File: src/rtl/lcd_pkg.sv
// ---------------------------------------------------------------------------
// lcd_pkg
// Shared definitions for the LCD word stream: the D/C flag encodings, the
// window/RAM-write command bytes the sequencers emit, the 9-bit word width
// and the state encoding of the SPI word transmitter.
// No ports (package).
// ---------------------------------------------------------------------------
package lcd_pkg;

    // Word layout: bit 8 is D/C, bits 7:0 are the payload byte.
    localparam int LCD_WORD_W = 9;

    // D/C flag values
    localparam logic LCD_CMD = 1'b0;
    localparam logic LCD_DAT = 1'b1;

    // Command bytes used by the row/picture sequencers
    localparam logic [7:0] CMD_CASET = 8'h2A;
    localparam logic [7:0] CMD_RASET = 8'h2B;
    localparam logic [7:0] CMD_RAMWR = 8'h2C;

    // Transmitter states
    typedef enum logic [1:0] {
        ST_IDLE  = 2'd0,
        ST_SHIFT = 2'd1,
        ST_DONE  = 2'd2,
        ST_GAP   = 2'd3
    } lcd_tx_state_t;

endpackage

File: src/rtl/lcd_spi_tick.sv
// ---------------------------------------------------------------------------
// lcd_spi_tick
// Half-period tick generator for the SPI clock. While enabled it counts
// sys_clk cycles and pulses o_tick on the last cycle of every CLK_DIV-cycle
// half period. i_restart clears the count so a new word always begins with
// a full-length low phase.
//
// Ports:
//   sys_clk    in   system clock
//   sys_rst_n  in   asynchronous active-low reset
//   i_restart  in   clear the half-period count (word accept)
//   i_enable   in   count while high (SHIFT state)
//   o_tick     out  high on the final cycle of a half period
// ---------------------------------------------------------------------------
module lcd_spi_tick #(
    parameter int CLK_DIV = 2
) (
    input  logic sys_clk,
    input  logic sys_rst_n,
    input  logic i_restart,
    input  logic i_enable,
    output logic o_tick
);

    localparam int CNT_W = $clog2(CLK_DIV) + 1;
    localparam logic [CNT_W-1:0] CNT_LAST = CNT_W'(CLK_DIV - 1);

    logic [CNT_W-1:0] r_half_cnt;

    assign o_tick = i_enable && (r_half_cnt == CNT_LAST);

    always_ff @(posedge sys_clk or negedge sys_rst_n) begin
        if (!sys_rst_n) begin
            r_half_cnt <= '0;
        end else if (i_restart) begin
            r_half_cnt <= '0;
        end else if (i_enable) begin
            if (r_half_cnt == CNT_LAST) begin
                r_half_cnt <= '0;
            end else begin
                r_half_cnt <= r_half_cnt + 1'b1;
            end
        end
    end

endmodule

File: src/rtl/lcd_spi_word_tx.sv
// ---------------------------------------------------------------------------
// lcd_spi_word_tx
// Serialises one 9-bit LCD word {dc, byte} MSB-first onto a 4-wire SPI
// mode-0 bus and pulses wr_done once the byte has gone out. After each word
// a short GAP keeps busy high so the producer can update data before the
// next word is accepted.
//
// Ports:
//   sys_clk    in   system clock
//   sys_rst_n  in   asynchronous active-low reset
//   en_write   in   word request, sampled only in IDLE
//   data[8:0]  in   {dc, byte}
//   wr_done    out  one-cycle pulse per transmitted byte
//   busy       out  high from accept until the gap has elapsed
//   lcd_sclk   out  SPI clock, idles low
//   lcd_mosi   out  serial data, changes only while SCL is low
//   lcd_dc     out  D/C of the word in flight (held until next accept)
//   lcd_cs_n   out  chip select, active low
// ---------------------------------------------------------------------------
import lcd_pkg::*;

module lcd_spi_word_tx #(
    parameter int CLK_DIV    = 2,
    parameter int GAP_CYCLES = 3
) (
    input  logic                  sys_clk,
    input  logic                  sys_rst_n,
    input  logic                  en_write,
    input  logic [LCD_WORD_W-1:0] data,
    output logic                  wr_done,
    output logic                  busy,
    output logic                  lcd_sclk,
    output logic                  lcd_mosi,
    output logic                  lcd_dc,
    output logic                  lcd_cs_n
);

    localparam int GAP_W = $clog2(GAP_CYCLES + 1);
    localparam logic [GAP_W-1:0] GAP_LAST = GAP_W'(GAP_CYCLES - 1);

    lcd_tx_state_t    r_state, w_state_next;
    logic [7:0]       r_shift, w_shift_next;
    logic [2:0]       r_bit_cnt, w_bit_cnt_next;
    logic             r_phase, w_phase_next;     // 0 = low half, 1 = high half
    logic             r_sclk, w_sclk_next;
    logic             r_mosi, w_mosi_next;
    logic             r_dc, w_dc_next;
    logic             r_cs_n, w_cs_n_next;
    logic             r_wr_done, w_wr_done_next;
    logic             r_busy, w_busy_next;
    logic [GAP_W-1:0] r_gap_cnt, w_gap_cnt_next;

    logic w_restart;
    logic w_tick;

    lcd_spi_tick #(
        .CLK_DIV (CLK_DIV)
    ) u_tick (
        .sys_clk   (sys_clk),
        .sys_rst_n (sys_rst_n),
        .i_restart (w_restart),
        .i_enable  (r_state == ST_SHIFT),
        .o_tick    (w_tick)
    );

    always_ff @(posedge sys_clk or negedge sys_rst_n) begin
        if (!sys_rst_n) begin
            r_state   <= ST_IDLE;
            r_shift   <= '0;
            r_bit_cnt <= '0;
            r_phase   <= 1'b0;
            r_sclk    <= 1'b0;
            r_mosi    <= 1'b0;
            r_dc      <= LCD_CMD;
            r_cs_n    <= 1'b1;
            r_wr_done <= 1'b0;
            r_busy    <= 1'b0;
            r_gap_cnt <= '0;
        end else begin
            r_state   <= w_state_next;
            r_shift   <= w_shift_next;
            r_bit_cnt <= w_bit_cnt_next;
            r_phase   <= w_phase_next;
            r_sclk    <= w_sclk_next;
            r_mosi    <= w_mosi_next;
            r_dc      <= w_dc_next;
            r_cs_n    <= w_cs_n_next;
            r_wr_done <= w_wr_done_next;
            r_busy    <= w_busy_next;
            r_gap_cnt <= w_gap_cnt_next;
        end
    end

    always_comb begin
        w_state_next   = r_state;
        w_shift_next   = r_shift;
        w_bit_cnt_next = r_bit_cnt;
        w_phase_next   = r_phase;
        w_sclk_next    = r_sclk;
        w_mosi_next    = r_mosi;
        w_dc_next      = r_dc;
        w_cs_n_next    = r_cs_n;
        w_wr_done_next = 1'b0;
        w_busy_next    = r_busy;
        w_gap_cnt_next = r_gap_cnt;
        w_restart      = 1'b0;

        case (r_state)
            ST_IDLE: begin
                if (en_write) begin
                    // MSB goes straight onto mosi so it is set up for the
                    // whole first low phase.
                    w_restart      = 1'b1;
                    w_shift_next   = data[7:0];
                    w_dc_next      = data[8];
                    w_cs_n_next    = 1'b0;
                    w_mosi_next    = data[7];
                    w_sclk_next    = 1'b0;
                    w_busy_next    = 1'b1;
                    w_bit_cnt_next = '0;
                    w_phase_next   = 1'b0;
                    w_state_next   = ST_SHIFT;
                end
            end

            ST_SHIFT: begin
                if (w_tick) begin
                    if (!r_phase) begin
                        w_phase_next = 1'b1;
                        w_sclk_next  = 1'b1;
                    end else if (r_bit_cnt == 3'd7) begin
                        w_phase_next = 1'b0;
                        w_sclk_next  = 1'b0;
                        w_state_next = ST_DONE;
                    end else begin
                        // Falling edge: present the next bit.
                        w_phase_next   = 1'b0;
                        w_sclk_next    = 1'b0;
                        w_mosi_next    = r_shift[6];
                        w_shift_next   = {r_shift[6:0], 1'b0};
                        w_bit_cnt_next = r_bit_cnt + 3'd1;
                    end
                end
            end

            ST_DONE: begin
                w_wr_done_next = 1'b1;
                w_cs_n_next    = 1'b1;
                w_mosi_next    = 1'b0;
                w_gap_cnt_next = '0;
                w_state_next   = ST_GAP;
            end

            ST_GAP: begin
                if (r_gap_cnt == GAP_LAST) begin
                    w_gap_cnt_next = '0;
                    w_busy_next    = 1'b0;
                    w_state_next   = ST_IDLE;
                end else begin
                    w_gap_cnt_next = r_gap_cnt + 1'b1;
                end
            end

            default: begin
                w_state_next = ST_IDLE;
            end
        endcase
    end

    assign wr_done  = r_wr_done;
    assign busy     = r_busy;
    assign lcd_sclk = r_sclk;
    assign lcd_mosi = r_mosi;
    assign lcd_dc   = r_dc;
    assign lcd_cs_n = r_cs_n;

endmodule
File: config.mk
export PLATFORM = sky130hd
export DESIGN_NAME = lcd_spi_word_tx
export DESIGN_NICKNAME = d
export VERILOG_FILES = /design/src/rtl/lcd_pkg.sv /design/src/rtl/lcd_spi_tick.sv /design/src/rtl/lcd_spi_word_tx.sv
export SDC_FILE = /design/constraint.sdc
export NUM_CORES = 1
export LEC_CHECK = 0
export CORE_ASPECT_RATIO = 0.6
export CORE_MARGIN = 2
export CORE_UTILIZATION = 45
export DETAILED_ROUTE_END_ITERATION = 6
export PLACE_DENSITY_LB_ADDON = 0.2
export SETUP_SLACK_MARGIN = 0.02
export SLEW_MARGIN = 25
export SYNTH_ARGS = -nofsm -noshare
export SYNTH_HDL_FRONTEND = slang
export SYNTH_SLANG_ARGS = --single-unit
File: constraint.sdc
create_clock -name sys_clk -period 3.7 [get_ports sys_clk]
set_input_delay 0.74 -clock sys_clk [delete_from_list [all_inputs] [get_ports sys_clk]]
set_output_delay 0.74 -clock sys_clk [all_outputs]
set_load 0.05 [all_outputs]
## Yosys cells after proc, flatten, opt, wreduce, memory -nomap -nowiden

Cells that the tools add are included.

- Memories: 0
- Input bits: 12
- Bits in registers: 22
- Latch bits: 0
- Bits in read-only memories: 0
- Output and inout port bits: 6
- Word-level logic and storage cells: 78
- Memory bits (writable): 0

- Divide/modulo/power cells: 0
- Shifts and indexed selects: 0
- Multiplexer cells: 37
- Reductions and logical operators: 15
- Bitwise gates (word level): 0
- Equal/unequal tests: 12
- Add/subtract/negate cells: 3
- Order comparisons: 0
- Multiply operators: 0

Operators by type and width:

| cell | count |
|---|---|
| 7-bit two-way mux | 4 |
| 2-bit two-way mux | 9 |
| 5-bit AND reduction | 3 |
| 7-bit one-hot mux with 2 select lines | 1 |
| 1-bit two-way mux | 12 |
| 3-bit two-way mux | 4 |
| 2-bit != test (second input constant) | 6 |
| 2-bit nonzero test | 5 |
| 2-bit one-hot mux with 4 select lines | 1 |
| 2-bit == test (second input constant) | 3 |
| 1-bit one-hot mux with 2 select lines | 3 |
| 3-bit one-hot mux with 2 select lines | 1 |
| 3-bit AND reduction | 2 |
| 2-bit by 1-bit adder with 2-bit output (second input constant) | 2 |
| 2-bit by 1-bit == test with 1-bit output (second input constant) | 2 |
| 2-bit one-hot mux with 2 select lines | 1 |
| 2-bit AND reduction | 2 |
| 3-bit by 1-bit adder with 3-bit output (second input constant) | 1 |
| 3-bit == test (second input constant) | 1 |
| 1-bit one-hot mux with 3 select lines | 1 |
| 3-bit nonzero test | 1 |
| 2-bit zero test | 1 |
| 1-bit logical AND | 1 |

## Logic depth before layout (Yosys ltp)

Gate-level depths: netlist of the first run.

- Word-level depth: 5
- Gate-level depth with buffers: 7
- Depth with buffers taken out: 6

## Modules after synthesis

From an unflattened synthesis of the first run, not the netlist that was laid out.

- Cells, all modules: 119
- Area total of the unflattened synthesis: 1178.6 um2

By module, submodules not included:

| module | area an instance (um2) | sequential area each (um2) | instances | cells an instance |
|---|---|---|---|---|
| lcd_spi_word_tx | 1099.8 | 501.7 | 1 | 112 |
| lcd_spi_tick | 78.8 | 50.0 | 1 | 7 |

## Worst setup path before layout of the first run

Ideal clock, no wire load.

- Kind: register -> register
- Start point: reg r_bit_cnt[0]
- End point: reg r_shift[1]
- Data arrival time: 1.552 ns
- Data required time: 3.577 ns
- Setup slack: 2.025 ns
- Stages on the path, launching flop included: 7
- Setup time: 0.123 ns
- Clock period less this slack: 1.675 ns
- Buffers on the path: 0
- Cells stage by stage: dfrtp_1 ha_1 ha_1 nand4bb_4 nor2_4 nand2_2 o221a_1

- Longest elaborated chain between the ends: 3

RTL lines:

| what | RTL line | RTL |
|---|---|---|
| from (decl) | lcd_spi_word_tx.sv:43 | `logic [2:0] r_bit_cnt, w_bit_cnt_next;` |
| from (signal assigned) | lcd_spi_word_tx.sv:82 | `r_bit_cnt <= w_bit_cnt_next;` |
| 3-bit == test | lcd_spi_word_tx.sv:131 | `end else if (r_bit_cnt == 3'd7) begin` |
| 2-bit != test (no line) | n/a |  |
| 5-bit AND reduction (no line) | n/a |  |
| to (signal assigned) | lcd_spi_word_tx.sv:81 | `r_shift <= w_shift_next;` |
| to (decl) | lcd_spi_word_tx.sv:42 | `logic [7:0] r_shift, w_shift_next;` |

Every way passes these cells.
A chain may end at the register's enable or synchronous reset.

## Final worst setup path of the first run

- Start point: reg r_cs_n (netlist: lcd_cs_n)
- End point: out lcd_cs_n

RTL lines:

| what | RTL line | RTL |
|---|---|---|
| from (decl) | lcd_spi_word_tx.sv:48 | `logic r_cs_n, w_cs_n_next;` |
| from (signal assigned) | lcd_spi_word_tx.sv:87 | `r_cs_n <= w_cs_n_next;` |
| to (decl) | lcd_spi_word_tx.sv:35 | `output logic lcd_cs_n` |

No word-level cell between the ends.

==> results of run 1 <==
layout make-up:
type	instances	area share, %
Multi-Input combinational cell	78	42.6
Sequential cell	22	38.1
Timing Repair Buffer	17	11.4
Clock buffer	4	3.80
Tap cell	32	2.77
Inverter	5	1.30
flip-flops by register name, indices dropped and copies added, names as in the netlist:
register	cells
r_bit_cnt	3
busy	1
lcd_cs_n	1
u_tick.r_half_cnt	2
lcd_sclk	1
r_gap_cnt	2
r_shift	7
r_state	2
lcd_mosi	1
wr_done	1
lcd_dc	1
layout by cell type (no fill, tap or decap):
cell              n
a211oi_2          1
a21o_1            1
a21oi_1           4
a21oi_4           1
a221oi_2          1
a22o_1            6
a31oi_1           2
and2b_4           1
and3_1            1
buf_2             1
clkbuf_8          4
clkdlybuf4s50_1  16
dfrtp_1          21
dfstp_2           1
ha_1              7
inv_1             5
mux2_1            1
nand2_1           4
nand2_2           1
nand2b_1         13
nand3_1           1
nand4b_1          1
nand4bb_4         1
nor2_1            2
nor2_4            1
nor2b_1           1
nor3_1            2
o21a_1            1
o21ai_0           3
o21ai_1           3
o21ai_2           1
o221a_1           6
o22ai_1           9
o31ai_1           1
xnor2_1           1
stage by stage:
stage | cells | util [%]
2_1_floorplan | 108 | -
3_3_place_gp | 154 | 55.4
3_5_place_dp | 154 | 55.4
4_1_cts | 158 | 57.6
5_1_grt | 158 | 57.4
6_report | 158 | 57.4
worst min-delay path by stage:
stage	to	slack (ps)	depth (start not counted)
4_1_cts	r_gap_cnt[0]	530	1
2_1_floorplan	busy	440	0
3_5_place_dp	lcd_dc	510	1
6_report	r_state[1]	430	1
3_3_place_gp	lcd_dc	480	1
5_1_grt	r_state[1]	480	1
power by group through the flow:
stage | Combinational [uW] | Clock (uW) | Sequential [uW]
6_report | 674 | 175 | 420
5_1_grt | 741 | 187 | 432
4_1_cts | 675 | 175 | 418
3_5_place_dp | 674 | 0 | 421
3_3_place_gp | 652 | 0 | 416
2_1_floorplan | 425 | 0 | 495
metal layers:
layer / GRT usage [%] / up-vias / part of all wire [%]
met2: 29.3 / 23 / 45
met1: 27.3 / 433 / 51
met3: 5.24 / 0 / 4.0
li1: - / 442 / -
met5: 0 / - / 0
met4: 3.77 / 0 / 0
kinds of logic (layout without fill, tap and decap cells):
logic type / Yosys count / in the layout / share of synthesized area (%)
buffers and inverters: 8 / 26 / 2.81
xor gates and xnor gates: 1 / 1 / 0.729
AOI/OAI and AO/OA: 40 / 40 / 26.1
muxes: 1 / 1 / 0.936
adders and majority gates: 7 / 7 / 7.28
DFF: 22 / 22 / 45.9
and+or+nand+nor: 29 / 29 / 16.2
==> impl_results.rst, run 1 <==
.. list-table::
   :header-rows: 1

   * - Metric
     - Value
   * - Count of buffer and inverter cells on the critical path
     - 1
   * - Largest stage delay, worst path
     - 800 ps
   * - Share of async-settable or async-resettable flops after synthesis
     - 100%
   * - Combined area of the multi-input logic cells
     - 617 um2
   * - TritonCTS clock tree
     - done
   * - Required time worst endpoint
     - 2960 ps
   * - Area taken by flip-flops and latches
     - 552 um2
   * - Layout cell share with drive strength beyond 1
     - 11.1%
   * - Cells resized by post-CTS repair
     - 0
   * - Setup repair after global routing missed its margin
     - false
   * - Detailed-route wire length
     - 2610 um
   * - Most frequent cells after synthesis
     - dfrtp_1 (21), nand2b_1 (13), o22ai_1 (9)
   * - Area after DPL
     - approximately 0.0014 mm2
   * - Startpoint of the most critical register-to-register path
     - r_state[1]
   * - Die Footprint
     - 0.00312 mm2
   * - Root Buffer
     - clkbuf_8
   * - Part of the cycle the worst path needs
     - a little under two thirds
   * - Min Hold Slack
     - 426 ps
   * - Area overhead of the layout relative to synthesis
     - 20.4%
   * - Count of warnings emitted by yosys
     - 0
   * - Capture instance of the worst register-to-register path
     - r_bit_cnt[0]
   * - Remaining Overflow, GRT
     - 0
   * - Final antenna-violating net count
     - 0
   * - Areal power density over the cells
     - between 800 and 900 mW/mm2
   * - Share of the synthesized area in the top cell type
     - a little over two fifths
   * - Via count of the first global-routing pass
     - 923
   * - Worst setup margin
     - 1340 ps
   * - Cell depth of the worst flop-to-flop path
     - 5
   * - Arrival time worst endpoint
     - 1620 ps
   * - Number of inserted diodes
     - 0
   * - Library cell contributing the largest single delay on the critical path
     - clkdlybuf4s50_1
   * - Share of total power in sequential cells
     - 33.1%
   * - Clock latency on the worst-skew pair
     - 260 ps
   * - Clock network fraction of total power
     - 13.8%
   * - Setup Slack @ Placement
     - 1450 ps
   * - Minimum period implied by the final worst setup slack
     - 2360 ps
   * - Fmax
     - 0.424 GHz
   * - Worst path cell trace
     - clkdlybuf4s50_1
   * - Startpoint type of the worst setup path
     - register
   * - Top-count cell post-synth
     - dfrtp_1
   * - Final setup violating endpoints
     - 0
   * - Worst-Margin Slew
     - ~830 ps
   * - Max-cap violations
     - 0
   * - Count of buffers added by post-CTS timing repair for setup
     - 0
   * - Max-slew violation total from the final report
     - 0
   * - Fill count
     - 225
   * - Effective utilization at floorplan
     - 47.7%
   * - Die height
     - 44.0 um
   * - First drt pass iteration count
     - 4
   * - Final hold violation count
     - 0
   * - Run status
     - completed
   * - Average detailed-routed wire length per instance
     - approximately 17 um
   * - Worst setup path start
     - lcd_cs_n
   * - Endpoint of the worst setup timing path
     - lcd_cs_n
   * - Static leakage power
     - 0.000587 uW
   * - Post-detailed-route via-to-cell ratio
     - 5.68
   * - Number of library cell types mapped by synthesis
     - 33
   * - DP Wirelength
     - 1920 um
   * - Reg-to-reg slack, setup
     - 1540 ps
   * - Clock Sinks
     - 22
   * - DRC violations left
     - 0
   * - Top-level port count
     - 18
   * - Power spent charging and discharging nets
     - 559 uW
   * - Floorplan Core Area
     - between 0.002 and 0.003 mm2
   * - Number of enable flip-flop cells after synthesis
     - 0
   * - Hold_buf cts
     - 0
   * - Worst relative slew slack
     - 44.4%
   * - Post-layout net count
     - between 100 and 150
   * - Peak fanout along the critical path
     - 3
   * - Total number of vias
     - 898
   * - Most area-consuming cells after synthesis
     - dfrtp_1 (44%), ha_1 (7.3%), nand2b_1 (6.8%), o221a_1 (5.6%), o22ai_1 (4.7%)
   * - Internal power contribution
     - around 710 uW
   * - Number of storage elements in the synthesis netlist
     - 22
   * - Die X-Extent
     - 70.7 um
   * - Max IR drop VDD
     - 0.533 mV
   * - Count of input and output buffers
     - 17
   * - H-tree levels
     - 1
   * - Worst path top cell family by delay
     - buffers and inverters
   * - Power after layout
     - 1270 uW
   * - Part of the power in combinational logic
     - a little over half
   * - Path type of the worst setup path
     - reg2out
   * - Largest net degree at the start of global routing
     - 23
   * - Initial antenna violation count
     - 0
   * - Post-route cell area
     - 0.00145 mm2
   * - Worst-path clk slew
     - 80 ps
   * - Final weighted congestion in routability-driven placement
     - 0.791
   * - Net count of the mapped netlist
     - between 100 and 150
   * - Wire length of the first global-routing pass
     - 4440 um
   * - Endpoint class of the critical path
     - output port
   * - Switching power as a share of total power
     - 44.0%
   * - Worst hold path type
     - in2async
   * - Cell type with the largest total area after synthesis
     - dfrtp_1
   * - Detailed Route Iter0 Violations
     - 69
   * - Average footprint of a synthesized cell
     - 11.1 um2
   * - Synth Instances
     - 108
   * - Final setup TNS
     - 0 ps
   * - Number of buffers created by CTS
     - 3
   * - Levels on crit path
     - 1
   * - Worst-case clock buffer depth
     - 2
   * - Most instantiated flip-flop cell in the synthesis netlist
     - dfrtp_1
   * - Sequential cell area fraction in the yosys report
     - a little under half
   * - Combined area of all synthesized cells
     - 0.00120 mm2
   * - Number of placement rows
     - 14
   * - Worst Clk Skew
     - 3.44 ps
   * - Global routing usage summed across all routing layers
     - a little under a fifth
(Power assumes the default switching activity.)
==> run 2, diff against run 1 <==
==> constraint.sdc (replaced) <==
create_clock -name sys_clk -period 2.43 [get_ports sys_clk]
set_input_delay 0.486 -clock sys_clk [delete_from_list [all_inputs] [get_ports sys_clk]]
set_output_delay 0.486 -clock sys_clk [all_outputs]
set_load 0.05 [all_outputs]
==> impl_results.rst, run 2 (synthesis gave the netlist of run 1 again) <==
.. list-table::
   :header-rows: 1

   * - Metric
     - Value
   * - Run status
     - completed
   * - Peak fanout along the critical path
     - 3 (unchanged)
   * - Fmax
     - 0.473 GHz
   * - Final setup violating endpoints
     - 0 (unchanged)
   * - Die Footprint
     - 0.00312 mm2 (unchanged)
   * - Worst Clk Skew
     - 10.5 ps (+7.06 ps)
   * - Register with the most flip-flops
     - r_shift
   * - Max-cap violations
     - 0 (unchanged)
   * - Worst hold path type
     - reg2reg
   * - Largest net degree at the start of global routing
     - 16 (-30%)
   * - Minimum period implied by the final worst setup slack
     - 2110 ps
   * - Number of placement rows
     - 14 (unchanged)
   * - Worst-path clk slew
     - 80 ps (about the same)
   * - TritonCTS clock tree
     - done
   * - DP Wirelength
     - 1910 um (-0.44%)
   * - Initial antenna violation count
     - 0 (unchanged)
   * - Count of buffer and inverter cells on the critical path
     - 1 (unchanged)
   * - Biggest regs
     - r_shift (7), r_bit_cnt (3)
   * - Wire length of the first global-routing pass
     - 4370 um (-1.6%)
   * - Min Hold Slack
     - 505 ps (+78.7 ps)
   * - Final hold violation count
     - 0 (unchanged)
   * - H-tree levels
     - 1 (unchanged)
   * - Worst path cell trace
     - clkdlybuf4s50_1
   * - Worst-case clock buffer depth
     - 2 (unchanged)
   * - Power after layout
     - 2010 uW (+58%)
   * - Layout cell share with drive strength beyond 1
     - 11.7% (+0.61 points)
   * - Capture instance of the worst register-to-register path
     - r_shift[2]
   * - Number of inserted diodes
     - 0 (unchanged)
   * - Remaining Overflow, GRT
     - 0 (unchanged)
   * - Most common cell after layout, fill and taps aside
     - dfrtp_1
   * - Detailed Route Iter0 Violations
     - 66 (-4.3%)
   * - Area overhead of the layout relative to synthesis
     - 23.4%
   * - Worst relative slew slack
     - 63.6% (+19 points)
   * - Commonest non-fill, non-tap cells in the layout
     - dfrtp_1 (21), clkdlybuf4s50_1 (17), nand2b_1 (13)
   * - Die height
     - 44.0 um (unchanged)
   * - Max IR drop VDD
     - 0.803 mV (+50%)
   * - Hold path endpoint
     - r_gap_cnt[0]
   * - Hold_buf cts
     - 0 (unchanged)
   * - Average detailed-routed wire length per instance
     - 15.9 um (-4.0%)
   * - Final weighted congestion in routability-driven placement
     - 0.815 (+3.1%)
   * - Floorplan Core Area
     - 0.00252 mm2 (unchanged)
   * - Endpoint class of the critical path
     - output port
   * - Post-detailed-route via-to-cell ratio
     - 5.79 (+1.9%)
   * - Worst path top cell family by delay
     - buffers and inverters
   * - Global routing usage summed across all routing layers
     - 18.7% (-0.27 points)
   * - Root Buffer
     - clkbuf_8
   * - Startpoint of the most critical register-to-register path
     - r_state[0]
   * - Static leakage power
     - 0.000604 uW (+2.9%)
   * - Detailed-route wire length
     - 2540 um (-2.8%)
   * - Final antenna-violating net count
     - 0 (unchanged)
   * - Part of the cycle the worst path needs
     - slightly below 90%
   * - Clock latency on the worst-skew pair
     - 260 ps (about the same)
   * - Cells resized by post-CTS repair
     - 0 (unchanged)
   * - Worst-Margin Slew
     - 546 ps (-288 ps)
   * - Count of buffers added by post-CTS timing repair for setup
     - 0 (unchanged)
   * - Library cell contributing the largest single delay on the critical path
     - clkdlybuf4s50_1
   * - Clock Sinks
     - 22 (unchanged)
   * - Top-level port count
     - 18 (unchanged)
   * - DRC violations left
     - 0 (unchanged)
   * - Startpoint type of the worst setup path
     - register
   * - Cell depth of the worst flop-to-flop path
     - 6 (+1)
   * - Effective utilization at floorplan
     - 47.7% (unchanged)
   * - Final setup TNS
     - 0 ps (unchanged)
   * - Largest stage delay, worst path
     - 810 ps (about the same)
   * - Number of buffers created by CTS
     - 3 (unchanged)
   * - Total number of vias
     - 927 (+3.2%)
   * - Required time worst endpoint
     - 1940 ps (-1020 ps)
   * - Max-slew violation total from the final report
     - 0 (unchanged)
   * - Reg-to-reg slack, setup
     - 410 ps (-1130 ps)
   * - Max FFs per register
     - 7 (unchanged)
   * - Via count of the first global-routing pass
     - 866 (-6.2%)
   * - Setup repair after global routing missed its margin
     - false
   * - Die X-Extent
     - 70.7 um (unchanged)
   * - Instance count along the most critical hold path
     - 1
   * - Count of input and output buffers
     - 17 (unchanged)
   * - Areal power density over the cells
     - 1350 mW/mm2 (+54%)
   * - Arrival time worst endpoint
     - 1630 ps (about the same)
   * - Post-layout net count
     - 148 (+1.4%)
   * - Startpoint of the most critical hold path
     - r_gap_cnt[0]
   * - Path type of the worst setup path
     - reg2out
   * - First drt pass iteration count
     - 4 (unchanged)
==> run 2: area by class of cell <==
class                      instances  area, um2
fill                             213       1040
tap                               32       40.0
inverter                           5       18.8
sequential                        22        552
clock buffer                       3       41.3
timing repair buffer              19        185
clock inverter                     1       30.0
multi-input combinational         78        617
==> run 2: stage by stage <==
stage	area, um2	utilization, %	std cells	setup WS, ps
3_5_place_dp	1410	56.0	156	476
2_1_floorplan	1200	-	108	755
4_1_cts	1480	58.8	160	311
6_report	1480	58.8	160	316
3_3_place_gp	1410	56.0	156	517
5_1_grt	1480	58.8	160	273
==> run 2: layer usage <==
metal / wire (um) / vias to the layer above / global-route usage, %
li1: - / 447 / -
met1: 1300 / 443 / 29.4
met3: 187 / 2 / 5.47
met2: 1040 / 35 / 26.2
met5: 0 / - / 0
met4: 8 / 0 / 2.26
==> run 2: worst max path at each step <==
stage	depth (start not counted)	from	slack, ps	end
5_1_grt	1	lcd_cs_n	270	lcd_cs_n
3_3_place_gp	5	en_write	520	r_bit_cnt[2]
6_report	1	lcd_cs_n	320	lcd_cs_n
2_1_floorplan	6	r_bit_cnt[0]	760	r_shift[1]
4_1_cts	1	lcd_cs_n	310	lcd_cs_n
3_5_place_dp	5	en_write	480	r_shift[3]
==> run 2: report_power, final <==
part	internal (uW)	leakage, uW	switching, uW	total (uW)
clock network	220	0.0000357	115	335
registers	515	0.000264	121	636
logic	433	0.000305	604	1040
==> run 2: worst register-to-register path, cell delays in order (launching register included) <==
cell and delay, ps:
dfrtp_1 410, inv_1 140, ha_1 520, nand2_1 390
o22ai_1 240, nand2b_1 70, o221a_1 120
==> run 3, diff against run 2 <==
--- a/config.mk
+++ b/config.mk
@@ -9,6 +9,7 @@
 export CORE_MARGIN = 2
 export CORE_UTILIZATION = 45
 export DETAILED_ROUTE_END_ITERATION = 6
+export GPL_TIMING_DRIVEN = 0
 export PLACE_DENSITY_LB_ADDON = 0.2
 export SETUP_SLACK_MARGIN = 0.02
 export SLEW_MARGIN = 25
==> impl_results.rst, run 3 (synthesis gave the netlist of run 1 again) <==
.. list-table::
   :header-rows: 1

   * - Metric
     - Value
   * - Worst Clk Skew
     - 3.47 ps (-7.03 ps)
   * - Biggest regs
     - r_shift (7), r_bit_cnt (3)
   * - Run status
     - completed
   * - Min Hold Slack
     - 175 ps (-329 ps)
   * - Effective utilization at floorplan
     - 47.7% (unchanged)
   * - Average detailed-routed wire length per instance
     - 16.1 um (+1.5%)
   * - Cells resized by post-CTS repair
     - 0 (unchanged)
   * - Fill count
     - 216 (+1.4%)
   * - Count of buffers added by post-CTS timing repair for setup
     - 0 (unchanged)
   * - DRC violations left
     - 0 (unchanged)
   * - Startpoint type of the worst setup path
     - register
   * - Fmax
     - 0.475 GHz (+0.50%)
   * - Initial antenna violation count
     - 0 (unchanged)
   * - Top-level port count
     - 18 (unchanged)
   * - Worst setup margin
     - 326 ps (+10.5 ps)
   * - Library cell contributing the largest single delay on the critical path
     - clkdlybuf4s50_1
   * - Number of placement rows
     - 14 (unchanged)
   * - Wire length of the first global-routing pass
     - 4330 um (-0.78%)
   * - Path type of the worst setup path
     - reg2out
   * - Final antenna-violating net count
     - 0 (unchanged)
   * - Max FFs per register
     - 7 (unchanged)
   * - Max IR drop VDD
     - 0.769 mV (-4.2%)
   * - Die Footprint
     - 0.00312 mm2 (unchanged)
   * - Detailed Route Iter0 Violations
     - 43 (-35%)
   * - Largest stage delay, worst path
     - 800 ps (about the same)
   * - Area after DPL
     - 0.00141 mm2 (unchanged)
   * - Static leakage power
     - 0.000608 uW (+0.66%)
   * - Endpoint class of the critical path
     - output port
   * - Areal power density over the cells
     - 1380 mW/mm2 (+1.7%)
   * - Layout cell share with drive strength beyond 1
     - 13.2% (+1.5 points)
   * - Count of buffer and inverter cells on the critical path
     - 1 (unchanged)
   * - Setup Slack @ Placement
     - 435 ps (-41.1 ps)
   * - Commonest non-fill, non-tap cells in the layout
     - dfrtp_1 (21), clkdlybuf4s50_1 (16), nand2b_1 (13)
   * - Post-layout net count
     - 149 (+0.68%)
   * - Detailed-route wire length
     - 2600 um (+2.1%)
   * - Max-cap violations
     - 0 (unchanged)
   * - Root Buffer
     - clkbuf_8
   * - Worst-Margin Slew
     - 502 ps (-44.5 ps)
   * - Part of the cycle the worst path needs
     - 86.6% (-0.43 points)
   * - Max-slew violation total from the final report
     - 0 (unchanged)
   * - Via count of the first global-routing pass
     - 897 (+3.6%)
   * - Remaining Overflow, GRT
     - 0 (unchanged)
   * - Floorplan Core Area
     - 0.00252 mm2 (unchanged)
   * - Arrival time worst endpoint
     - 1620 ps (about the same)
   * - Post-detailed-route via-to-cell ratio
     - 5.74 (-0.94%)
   * - Worst relative slew slack
     - 66.5% (+2.9 points)
   * - Worst-path clk slew
     - 80 ps (about the same)
   * - Number of buffers created by CTS
     - 3 (unchanged)
   * - Final weighted congestion in routability-driven placement
     - 0.762 (-6.5%)
   * - Largest net degree at the start of global routing
     - 23 (+7)
   * - Final hold violation count
     - 0 (unchanged)
   * - Worst path cell trace
     - clkdlybuf4s50_1
   * - TritonCTS clock tree
     - done
   * - Post-route cell area
     - 0.00148 mm2 (-0.34%)
   * - Most common cell after layout, fill and taps aside
     - dfrtp_1
   * - Clock latency on the worst-skew pair
     - 260 ps (about the same)
   * - Minimum period implied by the final worst setup slack
     - 2100 ps (-10.5 ps)
   * - Required time worst endpoint
     - 1940 ps (about the same)
   * - Die height
     - 44.0 um (unchanged)
   * - Final setup TNS
     - 0 ps (unchanged)
   * - Total number of vias
     - 924 (-0.32%)
   * - Peak fanout along the critical path
     - 3 (unchanged)
   * - Worst path top cell family by delay
     - buffers and inverters
   * - Clock Sinks
     - 22 (unchanged)
   * - H-tree levels
     - 1 (unchanged)
   * - First drt pass iteration count
     - 4 (unchanged)
   * - Worst-case clock buffer depth
     - 2 (unchanged)
   * - Worst hold path type
     - in2async
   * - Setup repair after global routing missed its margin
     - false
   * - Global routing usage summed across all routing layers
     - 18.5% (-0.14 points)
   * - Register with the most flip-flops
     - r_shift
   * - Final setup violating endpoints
     - 0 (unchanged)
   * - Hold_buf cts
     - 0 (unchanged)
   * - Die X-Extent
     - 70.7 um (unchanged)
   * - Count of input and output buffers
     - 17 (unchanged)
   * - DP Wirelength
     - 1900 um (-0.50%)
   * - Area overhead of the layout relative to synthesis
     - 23.0%
   * - Number of inserted diodes
     - 0 (unchanged)
run 3: changes by cell type in the layout (fill, tap and decap cells not counted):
| cell | previous run | this run |
|---|---|---|
| buf_2 | 0 | 4 |
| buf_4 | 2 | 0 |
| clkdlybuf4s50_1 | 17 | 16 |
run 3: metrics by stage:
step | power [uW] | util [%] | instances
5_1_grt | 2170 | 58.6 | 161
3_3_place_gp | 1640 | 56.0 | 157
6_report | 2040 | 58.6 | 161
4_1_cts | 2040 | 58.8 | 161
2_1_floorplan | 1400 | - | 108
3_5_place_dp | 1690 | 56.0 | 157
run 3: final timing paths:
path / from / endpoint / slack (ps) / cells past startpoint
max: lcd_cs_n / lcd_cs_n / 330 / 1
min: sys_rst_n / r_state[1] / 180 / 1
max reg2reg: r_bit_cnt[0] / r_shift[6] / 590 / 6
min reg2reg: r_gap_cnt[0] / r_gap_cnt[0] / 510 / 1
max in group asynchronous: sys_rst_n / lcd_cs_n / 1900 / 1
min in group sys_clk: r_gap_cnt[0] / r_gap_cnt[0] / 510 / 1
run 3: cell type report:
| class | instances | area, um2 | share of cell area [%] |
|---|---|---|---|
| multi-input combinational | 78 | 617 | 41.7 |
| tap | 32 | 40.0 | 2.71 |
| inverter | 5 | 18.8 | 1.27 |
| clock inverter | 1 | 30.0 | 2.03 |
| clock buffer | 3 | 41.3 | 2.79 |
| buffer | 3 | 15.0 | 1.02 |
| timing repair buffer | 17 | 165 | 11.2 |
| sequential | 22 | 552 | 37.3 |
run 3: metal layers:
metal  wire (um)  share of wire [%]  GRT usage (%)  up-vias
met3         136                5.2           6.83        2
met1        1270                 49           26.5      450
met2        1180                 45           28.2       25
li1            -                  -              -      447
met4          12               0.46           2.26        0
met5           0                  0              0        -
run 3: power by group:
part	internal [uW]	total [uW]	leakage, uW	switching (uW)
Sequential	514	634	0.000264	120
Clock	220	344	0.0000357	124
Combinational	435	1060	0.000308	622
